## config.mk

```make
export PLATFORM = sky130hd
export DESIGN_NAME = alarm_unit
export DESIGN_NICKNAME = d
export VERILOG_FILES = /design/src/rtl/alarm_pkg.sv /design/src/rtl/tick_timer.sv /design/src/rtl/alarm_unit.sv
export SDC_FILE = /design/constraint.sdc
export NUM_CORES = 1
export LEC_CHECK = 0
export ABC_AREA = 1
export CAP_MARGIN = 20
export CORE_UTILIZATION = 52
export DETAILED_ROUTE_END_ITERATION = 10
export PLACE_DENSITY = 0.95
export RECOVER_POWER = 25
export REMOVE_ABC_BUFFERS = 1
export SYNTH_ARGS = -nofsm -noshare
export SYNTH_HDL_FRONTEND = slang
export SYNTH_SLANG_ARGS = --single-unit
```

## constraint.sdc

```tcl
create_clock -name clk -period 3.6 [get_ports clk]
set_input_delay 0.54 -clock clk [delete_from_list [all_inputs] [get_ports clk]]
set_output_delay 0.54 -clock clk [all_outputs]
set_load 0.05 [all_outputs]
```

## src/rtl/alarm_pkg.sv

```systemverilog
`default_nettype none
// ============================================================================
//  Module      : alarm_pkg
//  Description : Shared definitions for the alarm unit. Holds the FSM state
//                encoding, the BCD digit limits used to validate an alarm
//                load, the default timing parameters, and a helper that
//                decides whether a set of alarm digits forms a legal
//                24-hour time.
//  Revision    : 1.0 - initial release
// ============================================================================
package alarm_pkg;

    // Alarm FSM states
    typedef enum logic [1:0] {
        ST_IDLE    = 2'd0,
        ST_ARMED   = 2'd1,
        ST_RINGING = 2'd2,
        ST_SNOOZE  = 2'd3
    } alarm_state_t;

    // BCD digit limits, sized to the digit fields they are compared against
    localparam logic [3:0] c_UNITS_MAX        = 4'd9;  // any units digit
    localparam logic [2:0] c_MIN_TENS_MAX     = 3'd5;  // minutes tens
    localparam logic [2:0] c_HOUR_TENS_MAX    = 3'd2;  // hours tens
    localparam logic [3:0] c_HOUR_UNITS_AT_20 = 4'd3;  // hours units once tens == 2

    // Default timing parameters
    localparam int unsigned c_RING_SEC_DEFAULT   = 60;
    localparam int unsigned c_SNOOZE_MIN_DEFAULT = 5;
    localparam int unsigned c_MAX_SNOOZE_DEFAULT = 3;

    // True when the four digits describe a legal HH:MM in 24-hour format
    function automatic logic alarm_digits_valid(
        input logic [3:0] md0,
        input logic [2:0] md1,
        input logic [3:0] hd0,
        input logic [2:0] hd1
    );
        logic ok;
        ok = (md0 <= c_UNITS_MAX) && (md1 <= c_MIN_TENS_MAX) &&
             (hd0 <= c_UNITS_MAX) && (hd1 <= c_HOUR_TENS_MAX);
        // 20..23 only: reject 24..29
        if ((hd1 == c_HOUR_TENS_MAX) && (hd0 > c_HOUR_UNITS_AT_20)) begin
            ok = 1'b0;
        end
        return ok;
    endfunction

endpackage : alarm_pkg
`default_nettype wire

```

## src/rtl/tick_timer.sv

```systemverilog
`default_nettype none
// ============================================================================
//  Module      : tick_timer
//  Description : Counts tick strobes up to MAX_COUNT. A synchronous clear
//                holds the count at zero. o_done is a single-cycle flag that
//                is high on the tick that brings the count to MAX_COUNT, so
//                the owner can act on that very tick. The count saturates
//                at MAX_COUNT if the owner does not clear it.
//  Ports       : clk, rst_n  - clock, async active-low reset
//                i_clr       - hold count at zero (wins over i_tick)
//                i_tick      - advance by one
//                o_done      - terminal tick reached this cycle
//  Revision    : 1.0 - initial release
// ============================================================================
module tick_timer #(
    parameter int unsigned MAX_COUNT = 60
) (
    input  logic clk,
    input  logic rst_n,
    input  logic i_clr,
    input  logic i_tick,
    output logic o_done
);

    localparam int unsigned c_W    = (MAX_COUNT < 1) ? 1 : $clog2(MAX_COUNT + 1);
    localparam logic [c_W-1:0] c_MAX  = c_W'(MAX_COUNT);
    localparam logic [c_W-1:0] c_LAST = c_W'(MAX_COUNT - 1);
    localparam logic [c_W-1:0] c_ONE  = c_W'(1);

    logic [c_W-1:0] r_count;

    always_ff @(posedge clk or negedge rst_n) begin
        if (!rst_n) begin
            r_count <= '0;
        end else if (i_clr) begin
            r_count <= '0;
        end else if (i_tick && (r_count < c_MAX)) begin
            r_count <= r_count + c_ONE;
        end
    end

    assign o_done = i_tick && !i_clr && (r_count == c_LAST);

endmodule : tick_timer
`default_nettype wire

```

## src/rtl/alarm_unit.sv

```systemverilog
`default_nettype none
// ============================================================================
//  Module      : alarm_unit
//  Description : Alarm clock controller. Stores a validated HH:MM alarm,
//                detects the moment the running time reaches HH:MM:00 and
//                rings for RING_SEC seconds. The user may stop the alarm or
//                snooze it up to MAX_SNOOZE times for SNOOZE_MIN minutes.
//  Ports       : clk, rst_n              - clock, async active-low reset
//                tick_1hz                - 1 Hz strobe, aligned with time update
//                sq0/sq1 mq0/mq1 hq0/hq1 - current time, BCD
//                alarm_on                - alarm enable level
//                set_en, set_md*/set_hd* - alarm load request and digits
//                snooze, stop            - single-cycle user pulses
//                ring, led, snoozing     - registered status outputs
//                set_err                 - pulse in the cycle of a bad load
//                am0/am1/ah0/ah1         - stored alarm digits
//  Revision    : 1.0 - initial release
// ============================================================================
module alarm_unit
    import alarm_pkg::*;
#(
    parameter int unsigned RING_SEC   = c_RING_SEC_DEFAULT,
    parameter int unsigned SNOOZE_MIN = c_SNOOZE_MIN_DEFAULT,
    parameter int unsigned MAX_SNOOZE = c_MAX_SNOOZE_DEFAULT
) (
    input  logic       clk,
    input  logic       rst_n,
    input  logic       tick_1hz,
    input  logic [3:0] sq0,
    input  logic [2:0] sq1,
    input  logic [3:0] mq0,
    input  logic [2:0] mq1,
    input  logic [3:0] hq0,
    input  logic [2:0] hq1,
    input  logic       alarm_on,
    input  logic       set_en,
    input  logic [3:0] set_md0,
    input  logic [2:0] set_md1,
    input  logic [3:0] set_hd0,
    input  logic [2:0] set_hd1,
    input  logic       snooze,
    input  logic       stop,
    output logic       ring,
    output logic       led,
    output logic       snoozing,
    output logic       set_err,
    output logic [3:0] am0,
    output logic [2:0] am1,
    output logic [3:0] ah0,
    output logic [2:0] ah1
);

    localparam int unsigned c_SNOOZE_TICKS = SNOOZE_MIN * 60;
    localparam int unsigned c_SNZ_W        = (MAX_SNOOZE < 1) ? 1 : $clog2(MAX_SNOOZE + 1);
    localparam logic [c_SNZ_W-1:0] c_SNZ_LIMIT = c_SNZ_W'(MAX_SNOOZE);
    localparam logic [c_SNZ_W-1:0] c_SNZ_ONE   = c_SNZ_W'(1);

    alarm_state_t       r_state;
    logic               r_ring;
    logic               r_led;
    logic               r_snoozing;
    logic [c_SNZ_W-1:0] r_snz_cnt;
    logic               r_match;
    logic [3:0]         r_am0;
    logic [2:0]         r_am1;
    logic [3:0]         r_ah0;
    logic [2:0]         r_ah1;

    logic w_load_ok;
    logic w_match;
    logic w_trigger;
    logic w_ring_done;
    logic w_snz_done;
    logic w_ring_clr;
    logic w_snz_clr;

    // ------------------------------------------------------------------
    // Alarm register
    // ------------------------------------------------------------------
    assign w_load_ok = alarm_digits_valid(set_md0, set_md1, set_hd0, set_hd1);

    always_ff @(posedge clk or negedge rst_n) begin
        if (!rst_n) begin
            r_am0 <= '0;
            r_am1 <= '0;
            r_ah0 <= '0;
            r_ah1 <= '0;
        end else if (set_en && w_load_ok) begin
            r_am0 <= set_md0;
            r_am1 <= set_md1;
            r_ah0 <= set_hd0;
            r_ah1 <= set_hd1;
        end
    end

    // Flags the rejected load in the same cycle; forced low while in reset.
    assign set_err = rst_n && set_en && !w_load_ok;

    // ------------------------------------------------------------------
    // Match detection: a match lasts the whole HH:MM:00 second, so only
    // its rising edge may start the alarm.
    // ------------------------------------------------------------------
    assign w_match = ({hq1, hq0, mq1, mq0} == {r_ah1, r_ah0, r_am1, r_am0}) &&
                     (sq1 == 3'd0) && (sq0 == 4'd0);

    always_ff @(posedge clk or negedge rst_n) begin
        if (!rst_n) begin
            r_match <= 1'b0;
        end else begin
            r_match <= w_match;
        end
    end

    assign w_trigger = w_match && !r_match && !set_en;

    // ------------------------------------------------------------------
    // Ring and snooze timers. Each is held clear outside its own state,
    // so a tick in the cycle that enters the state is never counted.
    // ------------------------------------------------------------------
    assign w_ring_clr = (r_state != ST_RINGING);
    assign w_snz_clr  = (r_state != ST_SNOOZE);

    tick_timer #(
        .MAX_COUNT (RING_SEC)
    ) u_ring_timer (
        .clk    (clk),
        .rst_n  (rst_n),
        .i_clr  (w_ring_clr),
        .i_tick (tick_1hz),
        .o_done (w_ring_done)
    );

    tick_timer #(
        .MAX_COUNT (c_SNOOZE_TICKS)
    ) u_snooze_timer (
        .clk    (clk),
        .rst_n  (rst_n),
        .i_clr  (w_snz_clr),
        .i_tick (tick_1hz),
        .o_done (w_snz_done)
    );

    // ------------------------------------------------------------------
    // Alarm FSM with registered status outputs
    // ------------------------------------------------------------------
    always_ff @(posedge clk or negedge rst_n) begin
        if (!rst_n) begin
            r_state    <= ST_IDLE;
            r_ring     <= 1'b0;
            r_led      <= 1'b0;
            r_snoozing <= 1'b0;
            r_snz_cnt  <= '0;
        end else if (!alarm_on) begin
            // Disabling the alarm abandons any event in progress
            r_state    <= ST_IDLE;
            r_ring     <= 1'b0;
            r_led      <= 1'b0;
            r_snoozing <= 1'b0;
        end else begin
            case (r_state)
                ST_IDLE: begin
                    r_state <= ST_ARMED;
                end
                ST_ARMED: begin
                    if (w_trigger) begin
                        r_state   <= ST_RINGING;
                        r_ring    <= 1'b1;
                        r_led     <= 1'b0;
                        r_snz_cnt <= '0;
                    end
                end
                ST_RINGING: begin
                    // stop outranks snooze; a snooze past the limit is a stop
                    if (stop || w_ring_done ||
                        (snooze && (r_snz_cnt == c_SNZ_LIMIT))) begin
                        r_state <= ST_ARMED;
                        r_ring  <= 1'b0;
                        r_led   <= 1'b0;
                    end else if (snooze) begin
                        r_state    <= ST_SNOOZE;
                        r_ring     <= 1'b0;
                        r_led      <= 1'b0;
                        r_snoozing <= 1'b1;
                        r_snz_cnt  <= r_snz_cnt + c_SNZ_ONE;
                    end else if (tick_1hz) begin
                        r_led <= !r_led;
                    end
                end
                ST_SNOOZE: begin
                    if (stop) begin
                        r_state    <= ST_ARMED;
                        r_snoozing <= 1'b0;
                    end else if (w_snz_done) begin
                        r_state    <= ST_RINGING;
                        r_ring     <= 1'b1;
                        r_led      <= 1'b0;
                        r_snoozing <= 1'b0;
                    end
                end
                default: begin
                    r_state <= ST_IDLE;
                end
            endcase
        end
    end

    assign ring     = r_ring;
    assign led      = r_led;
    assign snoozing = r_snoozing;
    assign am0      = r_am0;
    assign am1      = r_am1;
    assign ah0      = r_ah0;
    assign ah1      = r_ah1;

endmodule : alarm_unit
`default_nettype wire

```

# --- Word-level counts from Yosys, hierarchy flattened ---
# Cells that the tools add are included.
# Widths: inputs -> output; s select.
word_totals:
  in_bits: 42
  word_cells: 118
  ff_bits: 37
  output_inout_bits: 18
op_classes:
  eq_ne: 23
  mux: 36
  magnitude_cmp: 7
  reduce_logical: 37
  n_addsub: 3
ops:
  columns: ["operator", "count"]
  rows:
  - ["$logic_and 1x1->1", 18]
  - ["$mux 1", 18]
  - ["$mux 2", 9]
  - ["$mux 9", 2]
  - ["$reduce_and 5->1", 3]
  - ["$eq 14x14->1", 1]
  - ["$mux 6", 2]
  - ["$ne 3x3->1 const B", 4]
  - ["$ne 2x2->1 const B", 5]
  - ["$add 9x1->9 const B", 1]
  - ["$eq 9x9->1 const B", 1]
  - ["$lt 9x9->1 const B", 1]
  - ["$le 4x4->1 const B", 2]
  - ["$pmux 2 s4", 1]
  - ["$add 6x1->6 const B", 1]
  - ["$eq 2x2->1 const B", 3]
  - ["$eq 6x6->1 const B", 1]
  - ["$logic_not 1->1", 6]
  - ["$lt 6x6->1 const B", 1]
  - ["$pmux 1 s3", 2]
  - ["$reduce_bool 2->1", 3]
  - ["$ne 5x5->1 const B", 1]
  - ["$gt 4x2->1 const B", 1]
  - ["$logic_not 4->1", 1]
  - ["other kinds (17)", 18]

# --- Depth between registers and ports, before layout ---
logic_depth:
  word_depth: 9
  depth_mapped: 11
  depth_no_buf: 11

# --- Cells and area by module ---
# A second synthesis with hierarchy kept.
hier_totals:
  hier_cells: 364
  hier_area_um2: 2494.9
modules_own_cells:
  columns: ["mod", "seq_area_each_um2", "area_each_um2", "n_inst", "cells_per_inst"]
  rows:
  - ["alarm_unit", 550.5, 1488.9, 1, 219]
  - ["tick_timer at u_snooze_timer", 225.2, 626.9, 1, 96]
  - ["tick_timer at u_ring_timer", 150.1, 379.1, 1, 49]

# --- Worst setup path after synthesis ---
# Ideal clock, no wire load.
synth_timing:
  path_type: "input to output"
  from: "input port set_md0[1]"
  to: "output port set_err"
  arrival_ns: 1.319
  path_stages: 4
  t_required_ns: 3.060
  slack_ns: 1.741
  cell_sequence: "o21a_1 a211oi_1 nand2_1 and3_1"
synth_between:
  elab_chain_len: 7
synth_lines:
  columns: ["element", "line", "text"]
  rows:
  - ["start, declared", "alarm_unit.sv:37", "input logic [3:0] set_md0,"]
  - ["$le 4x4->1", "alarm_pkg.sv:40", "ok = (md0 <= c_UNITS_MAX) && (md1 <= c_MIN_TENS_MAX) &&"]
  - ["$logic_and 1x1->1 (2 in a row)", "alarm_pkg.sv:40", null]
  - ["$logic_and 1x1->1", "alarm_pkg.sv:41", "(hd0 <= c_UNITS_MAX) && (hd1 <= c_HOUR_TENS_MAX);"]
  - ["$mux 1", "alarm_pkg.sv:43", "if ((hd1 == c_HOUR_TENS_MAX) && (hd0 > c_HOUR_UNITS_AT_20)) begin"]
  - ["$logic_not 1->1", "alarm_unit.sv:97", "assign set_err = rst_n && set_en && !w_load_ok;"]
  - ["$logic_and 1x1->1", "alarm_unit.sv:97", null]
  - ["end, declared", "alarm_unit.sv:46", "output logic set_err,"]
# No other way between the ends.

# --- Worst setup path in the final report ---
# Same ends and word-level chain as after synthesis.

==> results.sh <==
export IMPL_status="complete, but fails checks"
export IMPL_failed_checks="max-capacitance violations, max-slew violations"
export IMPL_path_cells="clkdlybuf4s50_1 -> o21a_1 -> a211oi_1 -> nand2_1 -> and3_1 -> clkdlybuf4s50_1"
export IMPL_ys_seq_elements=37
export IMPL_antenna_found_initial=0
export IMPL_syn2layout_area_growth_pct=33.90
export IMPL_tns_ns=0
export IMPL_rsz0062_at_grt="no"
export IMPL_num_antenna_cells=0
export IMPL_rows=23
export IMPL_cp_arrival_ns=2.42
export IMPL_post_route_min_period_ns=2.956
export IMPL_fillers=295
export IMPL_setup_ws_ns=0.6436
export IMPL_die_area_mm2=0.004539
export IMPL_worstSetupEndpointType="output port"
export IMPL_routedWlPerCell_um=13.26
export IMPL_drive_above_1_share_pct=5.277
export IMPL_hold_class="flop to flop"
export IMPL_drc=0
export IMPL_cts_made_buffers=5
export IMPL_startpoint_type="input pin"
export IMPL_cts_root_buf="clkbuf_8"
export IMPL_cap_violations=1
export IMPL_synthTopCellsByArea="dfrtp_1, nand2_1, inv_1, o21ai_1, nor2_1"
export IMPL_tightest_slew_ns=1.994
export IMPL_ant_nets=0
export IMPL_syn_area_mm2=0.002222
export IMPL_synth_flop_cell="dfrtp_1"
export IMPL_portBuffers=59
export IMPL_clk_latency_ns=0.30
export IMPL_p_comb_share_pct=42.2
export IMPL_core_area_mm2=0.004058
export IMPL_hold_viol_final=0
export IMPL_cts_tree="yes"
export IMPL_ir_drop_uv=333.6
export IMPL_multiInputGateArea_mm2=0.001087
export IMPL_drtIter0Drc=175
export IMPL_critical_path_top_delay_family="buffers and inverters"
export IMPL_clock_fmax_ghz=0.3383
export IMPL_path_clk_slew_ns=0.07
export IMPL_yosysTopAreaCell="dfrtp_1"
export IMPL_cts_sinks=37
export IMPL_seqCellArea_um2=925.9
export IMPL_place_ws_ns=0.6324
export IMPL_die_w_um=67.37
export IMPL_synth_edff_count=0
export IMPL_sw_frac_of_total_pct=40.44
export IMPL_required_ns=3.06
export IMPL_clk_path_buf_depth=2
export IMPL_fin_hold_ws_ns=0.4999
export IMPL_p_per_area_mw_per_mm2=545.3
export IMPL_grt_pass1_vias=2190
export IMPL_final_net_count=427
export IMPL_place_gp_congestion=0.9108
export IMPL_cts_setup_buffers=0
export IMPL_ioPinCount=60
export IMPL_slew_viol_final=38
export IMPL_synth_warnings=0
export IMPL_grt_max_degree=38
export IMPL_slew_headroom_pct=-32.94
export IMPL_grtUsageTotal_pct=27.74
export IMPL_slowest_delay_ns=0.69
export IMPL_dieHeight_um=67.37
export IMPL_avgSynthCellArea_um2=7.077
export IMPL_critical_path_slowest_cell="clkdlybuf4s50_1"
export IMPL_dp_hpwl_mm=4.396
export IMPL_cts_repair_resized=0
export IMPL_drt_wl_total_mm=5.689
export IMPL_initial_utilization_pct=54.76
export IMPL_worst_path_max_fanout=3
export IMPL_power_w=0.001622
export IMPL_yosysSeqAreaShare_pct=41.67
export IMPL_vias=2318
export IMPL_clkPwrFrac_pct=23.2
export IMPL_grt_pass1_wl_mm=9.259
export IMPL_clock_skew_ns=0.007765
export IMPL_period_share_pct=82.12
export IMPL_power_leakage_nw=1.417
export IMPL_placedInstanceArea_mm2=0.002864
export IMPL_overflow=0
export IMPL_p_seq_share_pct=34.5
export IMPL_async_flop_share_pct=100.0
export IMPL_ys_types=31
export IMPL_postSynthCellCount=314
export IMPL_design_area_mm2=0.002975
export IMPL_path_buf_inv=2
export IMPL_synth_top_cell_area_share_pct=41.67
export IMPL_crit_type="input pin to output port"
export IMPL_setup_violations_final=0
export IMPL_switchingPower_w=0.0006561
export IMPL_cp_common_cell="clkdlybuf4s50_1"
export IMPL_internal_power_w=0.0009664
export IMPL_vias_per_cell=5.403
export IMPL_holdBufCountCts=0
export IMPL_htree_levels=2
export IMPL_drt_pass1_iterations=4
synth_stat cells, types with 2 or more instances:
cell	n
nor2_1	32
a211oi_1	2
nor3_1	3
ha_1	7
a21oi_1	15
o21a_1	2
nand4_1	4
o21ai_0	4
nor2_4	2
inv_2	6
xor2_1	3
nor4_1	2
buf_2	2
inv_1	46
and3_1	2
nand3_1	14
o21ai_1	24
nand2_1	95
dfrtp_1	37
routing by layer:
layer	share of wire, %	wire [µm]	global-route usage (%)
met1	40	2293	29.75
met2	51	2883	47.88
met3	4.3	244	7.095
met4	4.7	267	18.35
met5	0	0	0
tightest hold or removal path, cell delays in order, from the launching register on:
cell	delay, ns
dfrtp_1	0.34
a21oi_1	0.04
nor2_1	0.07
cells in the final DEF, fill, tap and decap left out:
| cell type | n |
|---|---|
| a211oi_1 | 2 |
| or2_4 | 1 |
| o21ai_0 | 4 |
| nand4_1 | 4 |
| a31oi_1 | 1 |
| nor2_1 | 32 |
| o32ai_1 | 1 |
| and3_1 | 2 |
| clkbuf_8 | 6 |
| nand3_4 | 1 |
| nor3_1 | 3 |
| o21bai_1 | 1 |
| o21ai_2 | 1 |
| nand2_2 | 1 |
| o21ai_1 | 24 |
| nor2_4 | 2 |
| ha_1 | 7 |
| o31ai_1 | 1 |
| or2_2 | 1 |
| nor4_1 | 2 |
| nand2_1 | 95 |
| clkbuf_1 | 3 |
| o21a_1 | 2 |
| inv_2 | 6 |
| clkdlybuf4s50_1 | 58 |
| xor2_1 | 3 |
| o211ai_1 | 1 |
| a41oi_1 | 1 |
| nand3_1 | 14 |
| dfrtp_1 | 37 |
| bufinv_16 | 1 |
| inv_1 | 46 |
| a21oi_1 | 15 |
power groups by stage:
stage	Sequential, W	Combinational (W)	Clock, W
floorplan	0.000742	0.000259	0
global placement	0.000558	0.000655	0
detailed placement	0.000565	0.000680	0
CTS	0.000558	0.000685	0.000383
global route	0.000570	0.000748	0.000400
finish	0.000561	0.000685	0.000377
path summary, 6_finish.rpt:
kind | start | end | slack (ns) | cells past startpoint
worst max-delay path | set_md0[1] | set_err | 0.64 | 6
worst min-delay path | u_ring_timer.r_count[5] | u_ring_timer.r_count[5] | 0.50 | 2
worst max register to register | r_state[0] | r_snz_cnt[0] | 1.61 | 10
worst min register to register | u_ring_timer.r_count[5] | u_ring_timer.r_count[5] | 0.50 | 2
max in group asynchronous | rst_n | u_ring_timer.r_count[5] | 1.46 | 2
min in group asynchronous | rst_n | u_snooze_timer.r_count[4] | 0.99 | 2
metrics by stage:
stage,utilization [%],cells
2_1_floorplan,-,311
3_3_place_gp,70.58,421
3_5_place_dp,70.58,421
4_1_cts,73.45,429
5_1_grt,73.33,429
6_report,73.33,429
cells by family after synthesis:
group	after synthesis	synth area share, %
XOR/XNOR	3	1.183
AO/OA/AOI/OAI	54	13.51
buffers and inverters	55	9.403
adder cells (fa/ha/maj)	7	3.941
flip-flops	37	41.67
AND/OR/NAND/NOR	158	30.29
flip-flops by register name, summed over array words and instances (netlist names):
name / cells
u_snooze_timer.r_count: 9
u_ring_timer.r_count: 6
ah0: 4
am0: 4
ah1: 3
am1: 3
r_snz_cnt: 2
r_state: 2
led: 1
r_match: 1
ring: 1
snoozing: 1
area by class of cell:
| cell class | instances | share of cell area [%] |
|---|---|---|
| Sequential cell | 37 | 31.12 |
| Tap cell | 50 | 2.103 |
| Clock inverter | 1 | 1.009 |
| Clock buffer | 7 | 2.902 |
| Inverter | 52 | 6.560 |
| Timing Repair Buffer | 60 | 19.76 |
| Multi-Input combinational cell | 222 | 36.54 |
(Power assumes the default switching activity.)
